### src/rtl/iob_axi_ram_responder.sv
// AXI4 slave serving one burst at a time from a single-port synchronous RAM with 1-cycle read latency.
// Reads stream at one beat per cycle through a 2-entry output FIFO.
module iob_axi_ram_responder #(
    parameter int AXI_ID_W   = 4,
    parameter int AXI_LEN_W  = 8,
    parameter int AXI_ADDR_W = 24,
    parameter int AXI_DATA_W = 32
) (
    input  logic                                          clk_i,
    input  logic                                          arst_n_i,
    input  logic [AXI_ID_W-1:0]                           axi_awid_i,
    input  logic [AXI_ADDR_W-1:0]                         axi_awaddr_i,
    input  logic [AXI_LEN_W-1:0]                          axi_awlen_i,
    input  logic [2:0]                                    axi_awsize_i,
    input  logic [1:0]                                    axi_awburst_i,
    input  logic                                          axi_awvalid_i,
    output logic                                          axi_awready_o,
    input  logic [AXI_DATA_W-1:0]                         axi_wdata_i,
    input  logic [AXI_DATA_W/8-1:0]                       axi_wstrb_i,
    input  logic                                          axi_wlast_i,
    input  logic                                          axi_wvalid_i,
    output logic                                          axi_wready_o,
    output logic [AXI_ID_W-1:0]                           axi_bid_o,
    output logic [1:0]                                    axi_bresp_o,
    output logic                                          axi_bvalid_o,
    input  logic                                          axi_bready_i,
    input  logic [AXI_ID_W-1:0]                           axi_arid_i,
    input  logic [AXI_ADDR_W-1:0]                         axi_araddr_i,
    input  logic [AXI_LEN_W-1:0]                          axi_arlen_i,
    input  logic [2:0]                                    axi_arsize_i,
    input  logic [1:0]                                    axi_arburst_i,
    input  logic                                          axi_arvalid_i,
    output logic                                          axi_arready_o,
    output logic [AXI_ID_W-1:0]                           axi_rid_o,
    output logic [AXI_DATA_W-1:0]                         axi_rdata_o,
    output logic [1:0]                                    axi_rresp_o,
    output logic                                          axi_rlast_o,
    output logic                                          axi_rvalid_o,
    input  logic                                          axi_rready_i,
    output logic                                          ram_en_o,
    output logic [AXI_DATA_W/8-1:0]                       ram_we_o,
    output logic [AXI_ADDR_W-$clog2(AXI_DATA_W/8)-1:0]    ram_addr_o,
    output logic [AXI_DATA_W-1:0]                         ram_d_o,
    input  logic [AXI_DATA_W-1:0]                         ram_d_i
);
    localparam int NB   = AXI_DATA_W / 8;
    localparam int NB_W = $clog2(NB);
    localparam logic [2:0] SIZE_FULL   = 3'(NB_W);
    localparam logic [1:0] ST_IDLE      = 2'd0;
    localparam logic [1:0] ST_WR_DATA   = 2'd1;
    localparam logic [1:0] ST_WR_RESP   = 2'd2;
    localparam logic [1:0] ST_RD_STREAM = 2'd3;
    localparam logic [1:0] RESP_OKAY   = 2'b00;
    localparam logic [1:0] RESP_SLVERR = 2'b10;
    localparam logic [1:0] BURST_FIXED = 2'b00;

    typedef struct packed {
        logic [AXI_ID_W-1:0]   id;
        logic [AXI_ADDR_W-1:0] addr;
        logic [AXI_LEN_W-1:0]  len;
        logic                  fixed;
    } req_t;

    logic [1:0]           state_q;
    req_t                 req_q;
    logic                 err_q;
    logic                 prio_wr_q;
    logic [AXI_LEN_W:0]   cnt_q;
    logic                 inflight_q;
    logic                 inflight_last_q;
    logic [1:0][AXI_DATA_W-1:0] fifo_data_q;
    logic [1:0]           fifo_last_q;
    logic                 wr_ptr_q;
    logic                 rd_ptr_q;
    logic [1:0]           fifo_cnt_q;

    logic aw_fire, ar_fire, aw_err, ar_err;
    logic w_fire, w_in_len, w_short, wr_en;
    logic rd_pop, rd_issue_stream, rd_issue, issue_last;
    logic [2:0] occ;
    logic [AXI_LEN_W:0] len_ext;

    function automatic logic [AXI_ADDR_W-1:0] step_addr(input logic [AXI_ADDR_W-1:0] a,
                                                        input logic fixed);
        return fixed ? a : a + AXI_ADDR_W'(NB);
    endfunction

    assign len_ext = {1'b0, req_q.len};
    assign aw_err  = axi_awsize_i != SIZE_FULL;
    assign ar_err  = axi_arsize_i != SIZE_FULL;

    // Write wins a same-cycle tie only when it holds priority; priority flips on every accept.
    assign axi_awready_o = (state_q == ST_IDLE) & axi_awvalid_i & (~axi_arvalid_i | prio_wr_q);
    assign axi_arready_o = (state_q == ST_IDLE) & axi_arvalid_i & ~axi_awready_o;
    assign aw_fire = axi_awvalid_i & axi_awready_o;
    assign ar_fire = axi_arvalid_i & axi_arready_o;

    assign axi_wready_o = state_q == ST_WR_DATA;
    assign w_fire   = axi_wvalid_i & axi_wready_o;
    assign w_in_len = cnt_q <= len_ext;
    assign w_short  = cnt_q < len_ext;
    assign wr_en    = w_fire & w_in_len & ~err_q;

    assign axi_bvalid_o = state_q == ST_WR_RESP;
    assign axi_bid_o    = req_q.id;
    assign axi_bresp_o  = err_q ? RESP_SLVERR : RESP_OKAY;

    // Beat 0 is issued straight off the AR handshake so rvalid lands two cycles later.
    assign rd_pop          = axi_rvalid_o & axi_rready_i;
    assign occ             = {1'b0, fifo_cnt_q} + {2'b00, inflight_q};
    assign rd_issue_stream = (state_q == ST_RD_STREAM) & (cnt_q <= len_ext)
                           & (occ < (3'd2 + {2'b00, rd_pop}));
    assign rd_issue        = rd_issue_stream | ar_fire;
    assign issue_last      = ar_fire ? (axi_arlen_i == '0) : (cnt_q == len_ext);

    assign ram_en_o   = wr_en | (rd_issue_stream & ~err_q) | (ar_fire & ~ar_err);
    assign ram_we_o   = wr_en ? axi_wstrb_i : '0;
    assign ram_d_o    = wr_en ? axi_wdata_i : '0;
    assign ram_addr_o = ar_fire ? axi_araddr_i[AXI_ADDR_W-1:NB_W] : req_q.addr[AXI_ADDR_W-1:NB_W];

    assign axi_rvalid_o = fifo_cnt_q != 2'd0;
    assign axi_rdata_o  = fifo_data_q[rd_ptr_q];
    assign axi_rlast_o  = fifo_last_q[rd_ptr_q];
    assign axi_rid_o    = req_q.id;
    assign axi_rresp_o  = err_q ? RESP_SLVERR : RESP_OKAY;

    always_ff @(posedge clk_i or negedge arst_n_i) begin
        if (!arst_n_i) begin
            state_q   <= ST_IDLE;
            req_q     <= '0;
            err_q     <= 1'b0;
            prio_wr_q <= 1'b1;
            cnt_q     <= '0;
        end else begin
            case (state_q)
                ST_IDLE: begin
                    if (aw_fire) begin
                        req_q.id    <= axi_awid_i;
                        req_q.addr  <= axi_awaddr_i;
                        req_q.len   <= axi_awlen_i;
                        req_q.fixed <= axi_awburst_i == BURST_FIXED;
                        err_q       <= aw_err;
                        cnt_q       <= '0;
                        prio_wr_q   <= ~prio_wr_q;
                        state_q     <= ST_WR_DATA;
                    end else if (ar_fire) begin
                        req_q.id    <= axi_arid_i;
                        req_q.addr  <= step_addr(axi_araddr_i, axi_arburst_i == BURST_FIXED);
                        req_q.len   <= axi_arlen_i;
                        req_q.fixed <= axi_arburst_i == BURST_FIXED;
                        err_q       <= ar_err;
                        cnt_q       <= AXI_LEN_W'(1) + (AXI_LEN_W+1)'(0);
                        prio_wr_q   <= ~prio_wr_q;
                        state_q     <= ST_RD_STREAM;
                    end
                end
                ST_WR_DATA: begin
                    if (w_fire) begin
                        if (cnt_q != '1) cnt_q <= cnt_q + 1'b1;
                        req_q.addr <= step_addr(req_q.addr, req_q.fixed);
                        if (!w_in_len || (axi_wlast_i && w_short)) err_q <= 1'b1;
                        if (axi_wlast_i) state_q <= ST_WR_RESP;
                    end
                end
                ST_WR_RESP: begin
                    if (axi_bready_i) state_q <= ST_IDLE;
                end
                default: begin
                    if (rd_issue_stream) begin
                        cnt_q      <= cnt_q + 1'b1;
                        req_q.addr <= step_addr(req_q.addr, req_q.fixed);
                    end
                    if (rd_pop && axi_rlast_o) state_q <= ST_IDLE;
                end
            endcase
        end
    end

    // Errored reads flow through the same pipe with zero data, so timing is identical.
    always_ff @(posedge clk_i or negedge arst_n_i) begin
        if (!arst_n_i) begin
            inflight_q      <= 1'b0;
            inflight_last_q <= 1'b0;
            fifo_data_q     <= '0;
            fifo_last_q     <= '0;
            wr_ptr_q        <= 1'b0;
            rd_ptr_q        <= 1'b0;
            fifo_cnt_q      <= 2'd0;
        end else begin
            inflight_q      <= rd_issue;
            inflight_last_q <= issue_last;
            if (inflight_q) begin
                fifo_data_q[wr_ptr_q] <= err_q ? '0 : ram_d_i;
                fifo_last_q[wr_ptr_q] <= inflight_last_q;
                wr_ptr_q              <= ~wr_ptr_q;
            end
            if (rd_pop) rd_ptr_q <= ~rd_ptr_q;
            fifo_cnt_q <= fifo_cnt_q + {1'b0, inflight_q} - {1'b0, rd_pop};
        end
    end
endmodule

### config.mk
export PLATFORM = sky130hd
export DESIGN_NAME = iob_axi_ram_responder
export DESIGN_NICKNAME = d
export VERILOG_FILES = /design/src/rtl/iob_axi_ram_responder.sv
export SDC_FILE = /design/constraint.sdc
export NUM_CORES = 1
export LEC_CHECK = 0
export ABC_AREA = 1
export CORE_MARGIN = 2
export CORE_UTILIZATION = 30
export CTS_CLUSTER_DIAMETER = 100
export DETAILED_ROUTE_END_ITERATION = 10
export SLEW_MARGIN = 0
export SYNTH_ARGS = -nofsm -noshare
export SYNTH_HDL_FRONTEND = slang
export SYNTH_SLANG_ARGS = --single-unit
### constraint.sdc
create_clock -name clk_i -period 2 [get_ports clk_i]
set_input_delay 0.2 -clock clk_i [delete_from_list [all_inputs] [get_ports clk_i]]
set_output_delay 0.2 -clock clk_i [all_outputs]
set_load 0.005 [all_outputs]
==> impl_metrics.json, run 1 <==
{
  "vias": 9585,
  "switchingPower_mw": 8.095,
  "cts_made_buffers": 17,
  "route.detailed.drc": 0,
  "nFillCells": 2654,
  "synth_top_area_share_pct": 35.89,
  "synth_top_family_by_area": "simple AND/OR/NAND/NOR gates",
  "hpwl_mm": 21.39,
  "use_met1_pct": 27.42,
  "place_ws_ns": -0.3511,
  "drt_pass1_iterations": 5,
  "start_util_pct": 30.70,
  "criticalPathCategory": "register to output port",
  "ios": 267,
  "diodes": 0,
  "via_per_inst": 4.731,
  "grt_pass1_vias": 9445,
  "io_buffers": 260,
  "muxShareOfSynthArea_pct": 0,
  "syn_area_per_cell_um2": 6.325,
  "grt_max_degree": 66,
  "num-nets-final": 1850,
  "clk_pin_slew_ns": 0.07,
  "end_kind": "output port",
  "synth_compound_area_share_pct": 10.71,
  "holdWs_ns": 0.2587,
  "synth_simple_gate_area_share_pct": 35.95,
  "root_buffer": "clkbuf_16",
  "grt_use_met3_pct": 4.698,
  "path_cells": "inv_1, ha_1, nand2_1, nand2_1, a21oi_2, nand3_2, nand2_4, nand4_4, buf_12, buf_12, clkbuf_16, nor2_2, buf_2",
  "ys_top_cells_by_area": "dfrtp_1 (36%), nand2_1 (23%), inv_1 (8.3%), o21ai_0 (8.3%), nor2_1 (6.3%)",
  "yosys_most_used_dff": "dfrtp_1",
  "ys_types": 40,
  "clk_latency_ns": 0.42,
  "htree_levels": 4,
  "synth_xor_area_share_pct": 1.689,
  "required_ns": 1.80,
  "grt_use_met2_pct": 36.90,
  "drt_iter0_markers": 721,
  "power.share.clock_pct": 17.3,
  "critPathLaunchType": "register",
  "violations": "negative setup slack",
  "cap_violations": 0,
  "wl_per_cell_um": 15.95,
  "synth_edf_count": 0,
  "yosys.area.top_type": "dfrtp_1",
  "p_comb_share_pct": 60.4,
  "cpPeakStageDelay_ns": 0.36,
  "drtAntennaViolNets": 0,
  "rsz0062_at_grt": "true",
  "setup_viol": 91,
  "finalMaxSlewViolations": 0,
  "area_growth_syn_to_layout_pct": 64.93,
  "dieArea_um2": 29010,
  "grt_pass1_wl_mm": 49.45,
  "core_um2": 27030,
  "synth-adder-area-share_pct": 3.016,
  "slowest_stage": "dfrtp_1",
  "syn-instance-count": 1312,
  "rows": 60,
  "final-hold-violation-count": 0,
  "p_per_area_nw_per_um2": 1373,
  "tritoncts": "done",
  "grt-ovfl-total": 0,
  "run_status": "finished with violations",
  "placed_area_um2": 11800,
  "fp.dieH_um": 170.3,
  "finalWirelength_mm": 32.31,
  "p_sw_share_pct": 43.08,
  "seq_power_share_pct": 22.3,
  "power_leakage_nw": 7.017,
  "grt-busiest-layer": "met2",
  "grt_use_total_pct": 21.64,
  "synthesis.area_um2": 8298,
  "setup_slack_ns": -0.5386,
  "finalClockSkew_ns": 0.01106,
  "hp-class": "input pin to asynchronous set/reset pin",
  "fin_crit_sh_pct": 126.9,
  "gp_congestion": 0.9288,
  "worstPathArrival_ns": 2.34,
  "clock-sinks": 120,
  "critPathMaxFanout": 5,
  "final_area_um2": 13690,
  "clockBufferDepth": 2,
  "drive_above_1_share_pct": 22.79,
  "synthArstFlopShare_pct": 100.0,
  "ir_drop_v": 0.0007419,
  "ys_warn_count": 0,
  "internal_power_mw": 10.70,
  "antenna_found_initial": 0,
  "fp.dieW_um": 170.3,
  "max_freq_ghz": 0.3939,
  "seq_area_frac_synth_pct": 36.20,
  "finalCriticalPeriod_ns": 2.539,
  "ys_ff_latch": 120
}
## sequential cells by signal, indices dropped and copies added, names as in the netlist, 2 cells and up
register and flops:
fifo_data_q 64, cnt_q 9, fifo_last_q 2, req_q 23, len_ext 8, axi_bid_o 4
fifo_cnt_q 2, state_q 2
## cell usage in the layout (no fill, tap or decap), types with 4 or more instances in the layout
cell type        count
o21ai_2             24
nor3b_1              4
inv_2                8
xnor2_1              7
nor2_1             104
clkbuf_16           23
nand2_8              6
a21oi_1             19
inv_1              176
dlygate4sd2_1       34
buf_4               81
clkinv_4             5
buf_2               58
buf_6               26
ha_1                13
nor3_1               5
nand3_1             43
dfrtp_1            118
nor2_2              13
buf_12              16
nand2_1            465
buf_8                5
nor2_4              28
nand4_1             12
clkdlybuf4s50_1    163
xor2_1               9
nand2_2             33
o21ai_0             96
o21ai_1             16
ha_4                 6
nand2_4             14
buf_16               8
## path summary, 6_finish.rpt
path	end	startpoint	depth (start not counted)	slack, ns
worst max-delay path	ram_d_o[1]	len_ext[6]	13	-0.54
worst min-delay path	fifo_data_q[6]	arst_n_i	2	0.26
worst max register to register	req_q[18]	cnt_q[7]	14	-0.12
worst min register to register	fifo_data_q[45]	fifo_data_q[45]	2	0.48
max in group asynchronous	prio_wr_q	arst_n_i	3	1.07
min in group clk_i	axi_bid_o[2]	axi_awid_i[2]	3	0.39
## worst max-delay path, delay by kind of cell, from the launching register on
kind,cells,cell delay (ns)
AOI/OAI and AO/OA,1,0.18
adders and majority gates,1,0.24
and+or+nand+nor,6,0.50
DFF,1,0.36
buffers and inverters,5,0.63
## per-stage QoR
| stage | setup TNS [ns] | util [%] | total power [mW] | instances |
|---|---|---|---|---|
| floorplan | 0 | - | 8.904 | 1313 |
| global placement | -20.21 | 43.66 | 13.07 | 1938 |
| detailed placement | -22.08 | 43.66 | 13.16 | 1938 |
| CTS | -23.63 | 48.18 | 17.63 | 2014 |
| global route | -34.19 | 50.64 | 20.14 | 2026 |
| finish | -26.40 | 50.64 | 18.79 | 2026 |
## cell type report
| class | count | area (um2) | area share (%) |
|---|---|---|---|
| multi-input combinational | 944 | 4946 | 36.14 |
| sequential | 120 | 3005 | 21.96 |
| timing repair buffer | 402 | 3976 | 29.05 |
| tap | 341 | 426.7 | 3.118 |
| clock buffer | 18 | 429.2 | 3.136 |
| inverter | 187 | 713.2 | 5.211 |
| clock inverter | 14 | 188.9 | 1.381 |
## layer usage
layer	wire length, um	up-vias
met2	15770	375
met5	0	-
met4	709	0
met1	13730	4419
li1	-	4733
met3	2100	58
## cell families after synthesis
group,Yosys count
other cells,1
xor+xnor,16
simple gates,738
flops,120
fa+ha+maj,20
compound gates,167
buf+inv,250
## power by group through the flow
stage / Clock (mW) / Combinational, mW / Sequential [mW]
3_5_place_dp: 0 / 9.01 / 4.15
3_3_place_gp: 0 / 8.94 / 4.13
4_1_cts: 3.33 / 10.2 / 4.14
5_1_grt: 3.44 / 12.4 / 4.30
6_report: 3.26 / 11.4 / 4.18
2_1_floorplan: 0 / 4.92 / 3.98
## repair_timing
item                                   in CTS  in global routing
gates resized for setup                   416                147
pin swaps                                  18                 21
buffers inserted                           32                 14
endpoints found under the hold margin      29                  0
setup endpoints to repair                 128                112
gates cloned                               11                  8
hold buffers                                1                  0
## synth_stat cells (2+ instances only)
| master | count |
|---|---|
| buf_2 | 12 |
| nor3b_1 | 4 |
| xnor2_1 | 7 |
| nand2_1 | 508 |
| dfrtp_1 | 119 |
| nor2_4 | 2 |
| nand2_4 | 2 |
| nor4_1 | 2 |
| a21oi_4 | 2 |
| nand2_2 | 6 |
| buf_6 | 2 |
| o22ai_1 | 3 |
| nand3_1 | 46 |
| nand3b_1 | 3 |
| nand4_1 | 12 |
| buf_4 | 16 |
| inv_2 | 3 |
| o21bai_1 | 2 |
| nor2_1 | 140 |
| inv_1 | 183 |
| o21ai_0 | 137 |
| xor2_1 | 9 |
| nor3_1 | 5 |
| nor2_2 | 3 |
| ha_1 | 20 |
| a21oi_1 | 19 |
| buf_1 | 4 |
| clkbuf_1 | 29 |
Power figures use the tool's default switching activity.
==> run 2: changes to the inputs <==
CAP_MARGIN = 20   (was default)
==> results of run 2 <==
Same layout as run 1: the final DEF is identical, and so are final timing and power.
